<file path="src/rtl/mips16_serial_pkg.sv">
// Shared types for the bit-serial add/subtract sequencer.
package mips16_serial_pkg;

  typedef enum logic [1:0] {
    S_IDLE,
    S_RUN,
    S_DONE
  } serial_state_t;

  localparam int WIDTH_DEFAULT = 16;

endpackage

</file>
<file path="src/rtl/adder.sv">
// One-bit full adder; the only carry arithmetic in the serial datapath.
module adder (
  input  logic a,
  input  logic b,
  input  logic cin,
  output logic sum,
  output logic cout
);

  assign sum  = a ^ b ^ cin;
  assign cout = (a & b) | (cin & (a ^ b));

endmodule

</file>
<file path="src/rtl/serial_add_ctrl.sv">
// Bit-serial add/subtract sequencer: walks a 1-bit full adder LSB-first over
// WIDTH cycles, with valid/ready handshakes on operands and result.
module serial_add_ctrl
  import mips16_serial_pkg::*;
#(
  parameter  int WIDTH = WIDTH_DEFAULT,
  localparam int CNT_W = $clog2(WIDTH)
) (
  input  logic             clk,
  input  logic             rst_n,
  input  logic             in_valid,
  output logic             in_ready,
  input  logic [WIDTH-1:0] op_a,
  input  logic [WIDTH-1:0] op_b,
  input  logic             op_sub,
  output logic             out_valid,
  input  logic             out_ready,
  output logic [WIDTH-1:0] result,
  output logic             cout,
  output logic             ovf,
  output logic             zero,
  output logic             busy
);

  localparam logic [CNT_W-1:0] LAST_BIT = CNT_W'(WIDTH - 1);

  serial_state_t    state_q, state_d;
  logic [CNT_W-1:0] cnt_q, cnt_d;
  logic             carry_q, carry_d;
  logic [WIDTH-1:0] a_q, a_d;
  logic [WIDTH-1:0] b_q, b_d;
  logic [WIDTH-1:0] res_q, res_d;
  logic             cout_q, cout_d;
  logic             ovf_q, ovf_d;
  logic             in_ready_q, busy_q, out_valid_q;

  logic bit_sum;
  logic bit_cout;

  adder u_adder (
    .a    (a_q[0]),
    .b    (b_q[0]),
    .cin  (carry_q),
    .sum  (bit_sum),
    .cout (bit_cout)
  );

  always_comb begin
    state_d = state_q;
    cnt_d   = cnt_q;
    carry_d = carry_q;
    a_d     = a_q;
    b_d     = b_q;
    res_d   = res_q;
    cout_d  = cout_q;
    ovf_d   = ovf_q;
    case (state_q)
      S_IDLE: begin
        if (in_valid) begin
          // Subtraction is A + ~B + 1: invert B here and seed the carry with 1.
          a_d     = op_a;
          b_d     = op_sub ? ~op_b : op_b;
          carry_d = op_sub;
          cnt_d   = '0;
          res_d   = '0;
          cout_d  = 1'b0;
          ovf_d   = 1'b0;
          state_d = S_RUN;
        end
      end
      S_RUN: begin
        a_d     = a_q >> 1;
        b_d     = b_q >> 1;
        res_d   = {bit_sum, res_q[WIDTH-1:1]};
        carry_d = bit_cout;
        cnt_d   = cnt_q + CNT_W'(1);
        if (cnt_q == LAST_BIT) begin
          // carry_q here is the carry into the MSB.
          ovf_d   = carry_q ^ bit_cout;
          cout_d  = bit_cout;
          state_d = S_DONE;
        end
      end
      S_DONE: begin
        if (out_ready) begin
          state_d = S_IDLE;
        end
      end
      default: state_d = S_IDLE;
    endcase
  end

  always_ff @(posedge clk) begin
    if (!rst_n) begin
      state_q     <= S_IDLE;
      cnt_q       <= '0;
      carry_q     <= 1'b0;
      a_q         <= '0;
      b_q         <= '0;
      res_q       <= '0;
      cout_q      <= 1'b0;
      ovf_q       <= 1'b0;
      in_ready_q  <= 1'b1;
      busy_q      <= 1'b0;
      out_valid_q <= 1'b0;
    end else begin
      state_q     <= state_d;
      cnt_q       <= cnt_d;
      carry_q     <= carry_d;
      a_q         <= a_d;
      b_q         <= b_d;
      res_q       <= res_d;
      cout_q      <= cout_d;
      ovf_q       <= ovf_d;
      in_ready_q  <= (state_d == S_IDLE);
      busy_q      <= (state_d != S_IDLE);
      out_valid_q <= (state_d == S_DONE);
    end
  end

  assign in_ready  = in_ready_q;
  assign busy      = busy_q;
  assign out_valid = out_valid_q;
  assign result    = res_q;
  assign cout      = cout_q;
  assign ovf       = ovf_q;
  assign zero      = out_valid_q && (res_q == '0);

endmodule

</file>
<file path="config.mk">
export PLATFORM = sky130hd
export DESIGN_NAME = serial_add_ctrl
export DESIGN_NICKNAME = d
export VERILOG_FILES = /design/src/rtl/mips16_serial_pkg.sv /design/src/rtl/adder.sv /design/src/rtl/serial_add_ctrl.sv
export SDC_FILE = /design/constraint.sdc
export NUM_CORES = 1
export LEC_CHECK = 0
export BUFFER_PORTS_ARGS = -buffer_cell sky130_fd_sc_hd__buf_2
export CAP_MARGIN = 20
export CELL_PAD_IN_SITES_DETAIL_PLACEMENT = 1
export CELL_PAD_IN_SITES_GLOBAL_PLACEMENT = 1
export CORE_AREA = 2 2 83 85
export CTS_CLUSTER_DIAMETER = 50
export DETAILED_ROUTE_END_ITERATION = 7
export DIE_AREA = 0 0 85 87
export PLACE_DENSITY = 0.89
export RECOVER_POWER = 50
export SLEW_MARGIN = 10
export SYNTH_ARGS = -nofsm -noshare
export SYNTH_HDL_FRONTEND = slang
export SYNTH_HIERARCHICAL = 1
export SYNTH_SLANG_ARGS = --single-unit
export TNS_END_PERCENT = 50
</file>
<file path="constraint.sdc">
create_clock -name clk -period 3.6 [get_ports clk]
set_input_delay 0.9 -clock clk [delete_from_list [all_inputs] [get_ports clk]]
set_output_delay 0.9 -clock clk [all_outputs]
set_load 0.05 [all_outputs]
</file>
==> results of run 1 <==
[synthesized netlist by cell type (all sizes together), types with 3 or more instances]
master,number
dfxtp,60
nor2b,35
nand3,31
buf,23
a21oi,19
a22oi,19
nor2,17
o221a,16
xnor2,15
o211ai,14
clkbuf,5
nand2,5
mux2i,3
nor3b,3
nor4,3
o21a,3
[metal layers]
layer / track usage [%] / share of wire (%) / vias up
li1: - / - / 1143
met1: 24.6 / 46 / 1088
met2: 30.8 / 49 / 45
met3: 4.36 / 3.6 / 8
met4: 6.06 / 1.1 / 0
met5: 0 / 0 / -
[worst register-to-register path, stage by stage (launching register included)]
cell,delay (ns)
dfxtp_1,0.57
o21ba_1,0.87
o211ai_1,0.18
and3b_1,0.22
[power groups by stage]
stage	Combinational, mW	Clock, mW	Sequential, mW
after detailed placement	0.200	0	0.739
after CTS	0.202	0.535	0.725
final	0.200	0.522	0.725
after floorplan	0.151	0	0.744
after global placement	0.195	0	0.736
after global routing	0.224	0.568	0.729
[cell families (layout without fill, tap and decap cells)]
kind of cell	count (synthesis)	count (layout)
buffers and inverters	30	79
DFF	60	60
muxes	3	3
adders and majority gates	2	2
and+or+nand+nor	104	104
xor gates and xnor gates	17	17
AOI/OAI and AO/OA	76	76
[per-stage QoR]
stage	util (%)	instances	area, um2
floorplan	-	292	2760
global placement	45.9	405	3010
detailed placement	45.9	405	3010
CTS	48.4	421	3180
global route	48.1	421	3160
finish	48.1	421	3160
[registers in the layout (all words and copies together), names as in the netlist, 2 cells and up]
name / cells
result: 16
state_q: 2
b_q: 16
a_q: 16
cnt_q: 4
[path summary, 6_finish.rpt]
path                    to       start  slack [ns]  cells past startpoint
hold reg to reg     b_q[3]      b_q[3]        0.49                      2
setup reg to reg  cnt_q[2]  state_q[1]        1.66                      3
setup / recovery    b_q[0]       rst_n        0.83                      4
hold / removal      b_q[3]      b_q[3]        0.49                      2
[layout make-up]
type | instances | area share [%]
clock buffer | 11 | 4.48
clock inverter | 5 | 0.872
inverter | 2 | 0.238
multi-input combinational | 202 | 44.1
sequential | 60 | 38.0
tap | 80 | 3.17
timing repair buffer | 61 | 9.12
==> impl_metrics.json, run 1 <==
{
  "outcome": "complete, but fails checks",
  "violations": "capacitance limit, slew limit",
  "cts_buffer_depth": 2,
  "synth_edf_count": 0,
  "track_usage_pct": 18.8,
  "share_clk_of_total_power_pct": 36.1,
  "grt_antenna_before_repair": 0,
  "grt_pass1_vias": 2278,
  "synthXorXnorAreaFrac_pct": 5.39,
  "grt_max_degree": 44,
  "cts_buffers": 9,
  "final.setup.worst_slack_ns": 0.834,
  "postSynthAreaPerCell_um2": 9.46,
  "p_sw_share_pct": 27.2,
  "cts-resized-gates": 0,
  "worstPathMaxFanout": 43,
  "worstPathCellList": "clkbuf_2, clkbuf_1, nand3_1, o211ai_1",
  "die-height_um": 87,
  "tns_ns": 0,
  "cts_tree": "built",
  "max_slew.worst_pin.slew_ns": 1.62,
  "synthFlopType": "dfxtp_1",
  "post_drt_wl_per_cell_um": 15.7,
  "async_flop_share_pct": 0,
  "synth_top_family_by_area": "compound AO/OA/AOI/OAI gates",
  "irDropWorstVdd_v": 0.000206,
  "diodes": 0,
  "final_cell_mix": "dfxtp_1, buf_2, nor2b_1",
  "synthMuxAreaShare_pct": 1.09,
  "critPathTopFamily": "buffers and inverters",
  "yosysTopAreaCellShare_pct": 43.5,
  "cts_hold_buf": 0,
  "nFillCells": 789,
  "critPathBufInv": 2,
  "drt_iter0_drc": 131,
  "rsz0062_at_grt": "no",
  "crit_arrival_ns": 3.03,
  "clk_latency_ns": 0.34,
  "yosys.area_share.simple_pct": 21.1,
  "multi_input_area_um2": 1390,
  "critPathCaptureType": "flip-flop",
  "slew_headroom_pct": -8.07,
  "maxCapViolCount": 1,
  "syn_to_final_growth_pct": 14.3,
  "hold_violations": 0,
  "comb_power_share_pct": 13.8,
  "num_rows": 30,
  "post-route-drc-count": 0,
  "core_region_area_um2": 6570,
  "synth_nets": 331,
  "wl_mm": 6.61,
  "globalplace.congestion": 0.781,
  "dpl.hpwl_mm": 4.31,
  "syn-cell-area_um2": 2760,
  "clk_root_buffer_cell": "clkbuf_8",
  "drv_slew": 44,
  "fin_total_pwr_mw": 1.45,
  "fin_nets": 375,
  "p_int_mw": 1.05,
  "clk_pin_slew_ns": 0.06,
  "overflow": 0,
  "drt_pass1_iterations": 4,
  "skew_ns": 0.00568,
  "dp_worst_setup_slack_ns": 1.32,
  "fmax_mhz": 361,
  "syn_inst": 292,
  "synth_area_leaders": "dfxtp_1, nor2b_1, o221a_2",
  "synthAdderAreaFrac_pct": 1.18,
  "finalSetupViolCount": 0,
  "critPathMaxStageDelay_ns": 1.23,
  "drive_gt1_share_pct": 22.9,
  "post-route-period-util_pct": 76.8,
  "ios": 59,
  "yosys_warnings": 6,
  "postCtsSetupBuffers": 0,
  "die_w_um": 85,
  "cts.sinks": 60,
  "p_sw_mw": 0.394,
  "synthDistinctLibCells": 37,
  "io_buffers": 58,
  "power_density_nw_per_um2": 458,
  "seq_area_frac_synth_pct": 43.5,
  "start_util_pct": 42.1,
  "synth-compound-area-share_pct": 21.6,
  "viasPerCell": 5.43,
  "ff_latch_area_um2": 1200,
  "critPathLaunchType": "primary input",
  "p_leak_nw": 1.19,
  "p_seq_share_pct": 50.1,
  "ctsHtreeMaxLevel": 3,
  "path_class": "in2reg",
  "crit_required_ns": 3.86,
  "cp_slowest_cell": "clkbuf_1",
  "vias": 2284,
  "fin_crit_ns": 2.77,
  "post-synth-top-area-cell": "dfxtp_1",
  "hold_class": "reg2reg",
  "die-area_um2": 7400,
  "grt_pass1_wl_mm": 11.1,
  "ys_ff_latch": 60,
  "postRouteAntennaNets": 0,
  "final_common_cell": "dfxtp_1",
  "worst_hold_slack_ns": 0.494
}
Power figures use the tool's default switching activity.
==> inputs of run 2 (changes only) <==
--- a/config.mk
+++ b/config.mk
@@ -9,11 +9,11 @@
 export CAP_MARGIN = 20
 export CELL_PAD_IN_SITES_DETAIL_PLACEMENT = 1
 export CELL_PAD_IN_SITES_GLOBAL_PLACEMENT = 1
-export CORE_AREA = 2 2 83 85
+export CORE_AREA = 2 2 86 88
 export CTS_CLUSTER_DIAMETER = 50
 export DETAILED_ROUTE_END_ITERATION = 7
-export DIE_AREA = 0 0 85 87
-export PLACE_DENSITY = 0.89
+export DIE_AREA = 0 0 88 90
+export PLACE_DENSITY = 0.84
 export RECOVER_POWER = 50
 export SLEW_MARGIN = 10
 export SYNTH_ARGS = -nofsm -noshare
==> constraint.sdc (replaced) <==
create_clock -name clk -period 2.77 [get_ports clk]
set_input_delay 0.6925 -clock clk [delete_from_list [all_inputs] [get_ports clk]]
set_output_delay 0.6925 -clock clk [all_outputs]
set_load 0.05 [all_outputs]
==> run 2 against run 1 <==
- first-iteration DRC count down 5.3%
- the run still ends with capacitance limit, slew limit left
- sequential share of layout area decreased by 1.1 points
- critical endpoint is now result[5]
- register-to-register slack got worse by 1.2 ns
- core utilization decreased by 1.8 points
- clock-buffer cell count up 1
==> impl_metrics.json, run 2 (synthesis results as in run 1) <==
{
  "drt_iter0_drc": 124,
  "postRouteAntennaNets": 0,
  "worstPathCellList": "buf_4, o21bai_1, clkbuf_1, a22oi_1, nor2b_1",
  "ios": 59,
  "num_rows": 31,
  "drive_gt1_share_pct": 28.9,
  "worstHoldStart": "ovf",
  "critPathMaxStageDelay_ns": 1.12,
  "finalSetupViolCount": 0,
  "post-route-drc-count": 0,
  "cp_slowest_cell": "clkbuf_1",
  "diodes": 0,
  "wl_mm": 6.49,
  "critPathTopFamily": "buffers and inverters",
  "viasPerCell": 5.25,
  "violations": "capacitance limit, slew limit",
  "critPathCaptureType": "flip-flop",
  "drt_pass1_iterations": 4,
  "cts_tree": "built",
  "critPathLaunchType": "flip-flop",
  "cts_buffers": 9,
  "ff_latch_area_um2": 1200,
  "fin_total_pwr_mw": 1.93,
  "worstPathMaxFanout": 34,
  "multi_input_area_um2": 1390,
  "fin_nets": 380,
  "clk_latency_ns": 0.33,
  "fin_crit_ns": 2.35,
  "final.setup.worst_slack_ns": 0.419,
  "maxCapViolCount": 1,
  "hold_violations": 0,
  "cts_hold_buf": 0,
  "vias": 2336,
  "final_cell_mix": "dfxtp_1, buf_2, nor2b_1",
  "nFillCells": 835,
  "max_slew.worst_pin.slew_ns": 1.53,
  "grt_pass1_wl_mm": 11.0,
  "crit_start": "state_q[1]",
  "cts-resized-gates": 0,
  "fmax_mhz": 425,
  "cts.sinks": 60,
  "dpl.hpwl_mm": 4.29,
  "drv_slew": 35,
  "post-route-period-util_pct": 84.9,
  "die-height_um": 90,
  "outcome": "complete, but fails checks",
  "crit_required_ns": 3.04,
  "track_usage_pct": 17.3,
  "path_class": "reg2reg",
  "overflow": 0,
  "hold_class": "reg2reg",
  "critPathBufInv": 2,
  "irDropWorstVdd_v": 0.000234,
  "skew_ns": 0.00666,
  "r2r-start": "state_q[1]",
  "clk_root_buffer_cell": "clkbuf_8",
  "post_drt_wl_per_cell_um": 14.6,
  "syn_to_final_growth_pct": 17.6,
  "cts_buffer_depth": 2,
  "crit_arrival_ns": 2.62,
  "rsz0062_at_grt": "no",
  "slew_headroom_pct": -1.99,
  "io_buffers": 58,
  "postCtsSetupBuffers": 0,
  "core_region_area_um2": 7020,
  "grt_max_degree": 40,
  "grt_pass1_vias": 2448,
  "grt_antenna_before_repair": 0,
  "ctsHtreeMaxLevel": 3,
  "dp_worst_setup_slack_ns": 0.749,
  "final_common_cell": "dfxtp_1",
  "start_util_pct": 39.4,
  "globalplace.congestion": 0.782,
  "tns_ns": 0,
  "die_w_um": 88,
  "power_density_nw_per_um2": 592,
  "die-area_um2": 7920,
  "clk_pin_slew_ns": 0.07,
  "p_leak_nw": 1.29
}
## run 2: cell count changes in the layout (fill, tap and decap cells not counted), moves of 2 or more
cell	delta
buf_2	+18
buf_4	+4
clkbuf_1	-17
clkbuf_8	+2
## run 2: tightest hold or removal path, cell delays in order (launching register included)
cell and delay (ns):
dfxtp_1 0.31, nand3_1 0.06, mux2i_1 0.06
## run 2: power by group
| group | total, mW | internal (mW) | switching, mW |
|---|---|---|---|
| Clock | 0.722 | 0.393 | 0.329 |
| Sequential | 0.941 | 0.913 | 0.0281 |
| Combinational | 0.262 | 0.114 | 0.147 |
## run 2: through the flow
step | area (um2) | util, % | hold WS (ns) | instances
floorplan | 2770 | - | 0.453 | 292
global placement | 3070 | 43.8 | 0.467 | 428
detailed placement | 3070 | 43.8 | 0.471 | 428
CTS | 3260 | 46.4 | 0.486 | 444
global route | 3250 | 46.3 | 0.506 | 445
finish | 3250 | 46.3 | 0.483 | 445
## run 2: routing by layer
| metal | GRT usage [%] | share of wire [%] | wire length, um | up-vias |
|---|---|---|---|---|
| met5 | 0 | 0 | 0 | - |
| met4 | 3.85 | 0.94 | 61 | 0 |
| li1 | - | - | - | 1148 |
| met2 | 30.0 | 49 | 3200 | 41 |
| met1 | 20.1 | 46 | 2970 | 1137 |
| met3 | 5.97 | 4.0 | 259 | 10 |
## run 2: cell type report
cell class	instances	share of cell area (%)
Clock inverter	4	0.693
Timing Repair Buffer	66	10.6
Tap cell	99	3.81
Inverter	2	0.231
Clock buffer	12	5.08
Sequential cell	60	37.0
Multi-Input combinational cell	202	42.7
## run 2: final timing paths
check	end	slack [ns]	depth (start not counted)
max	result[5]	0.42	5
min	ovf	0.48	2
max reg2reg	result[5]	0.42	5
min reg2reg	ovf	0.48	2
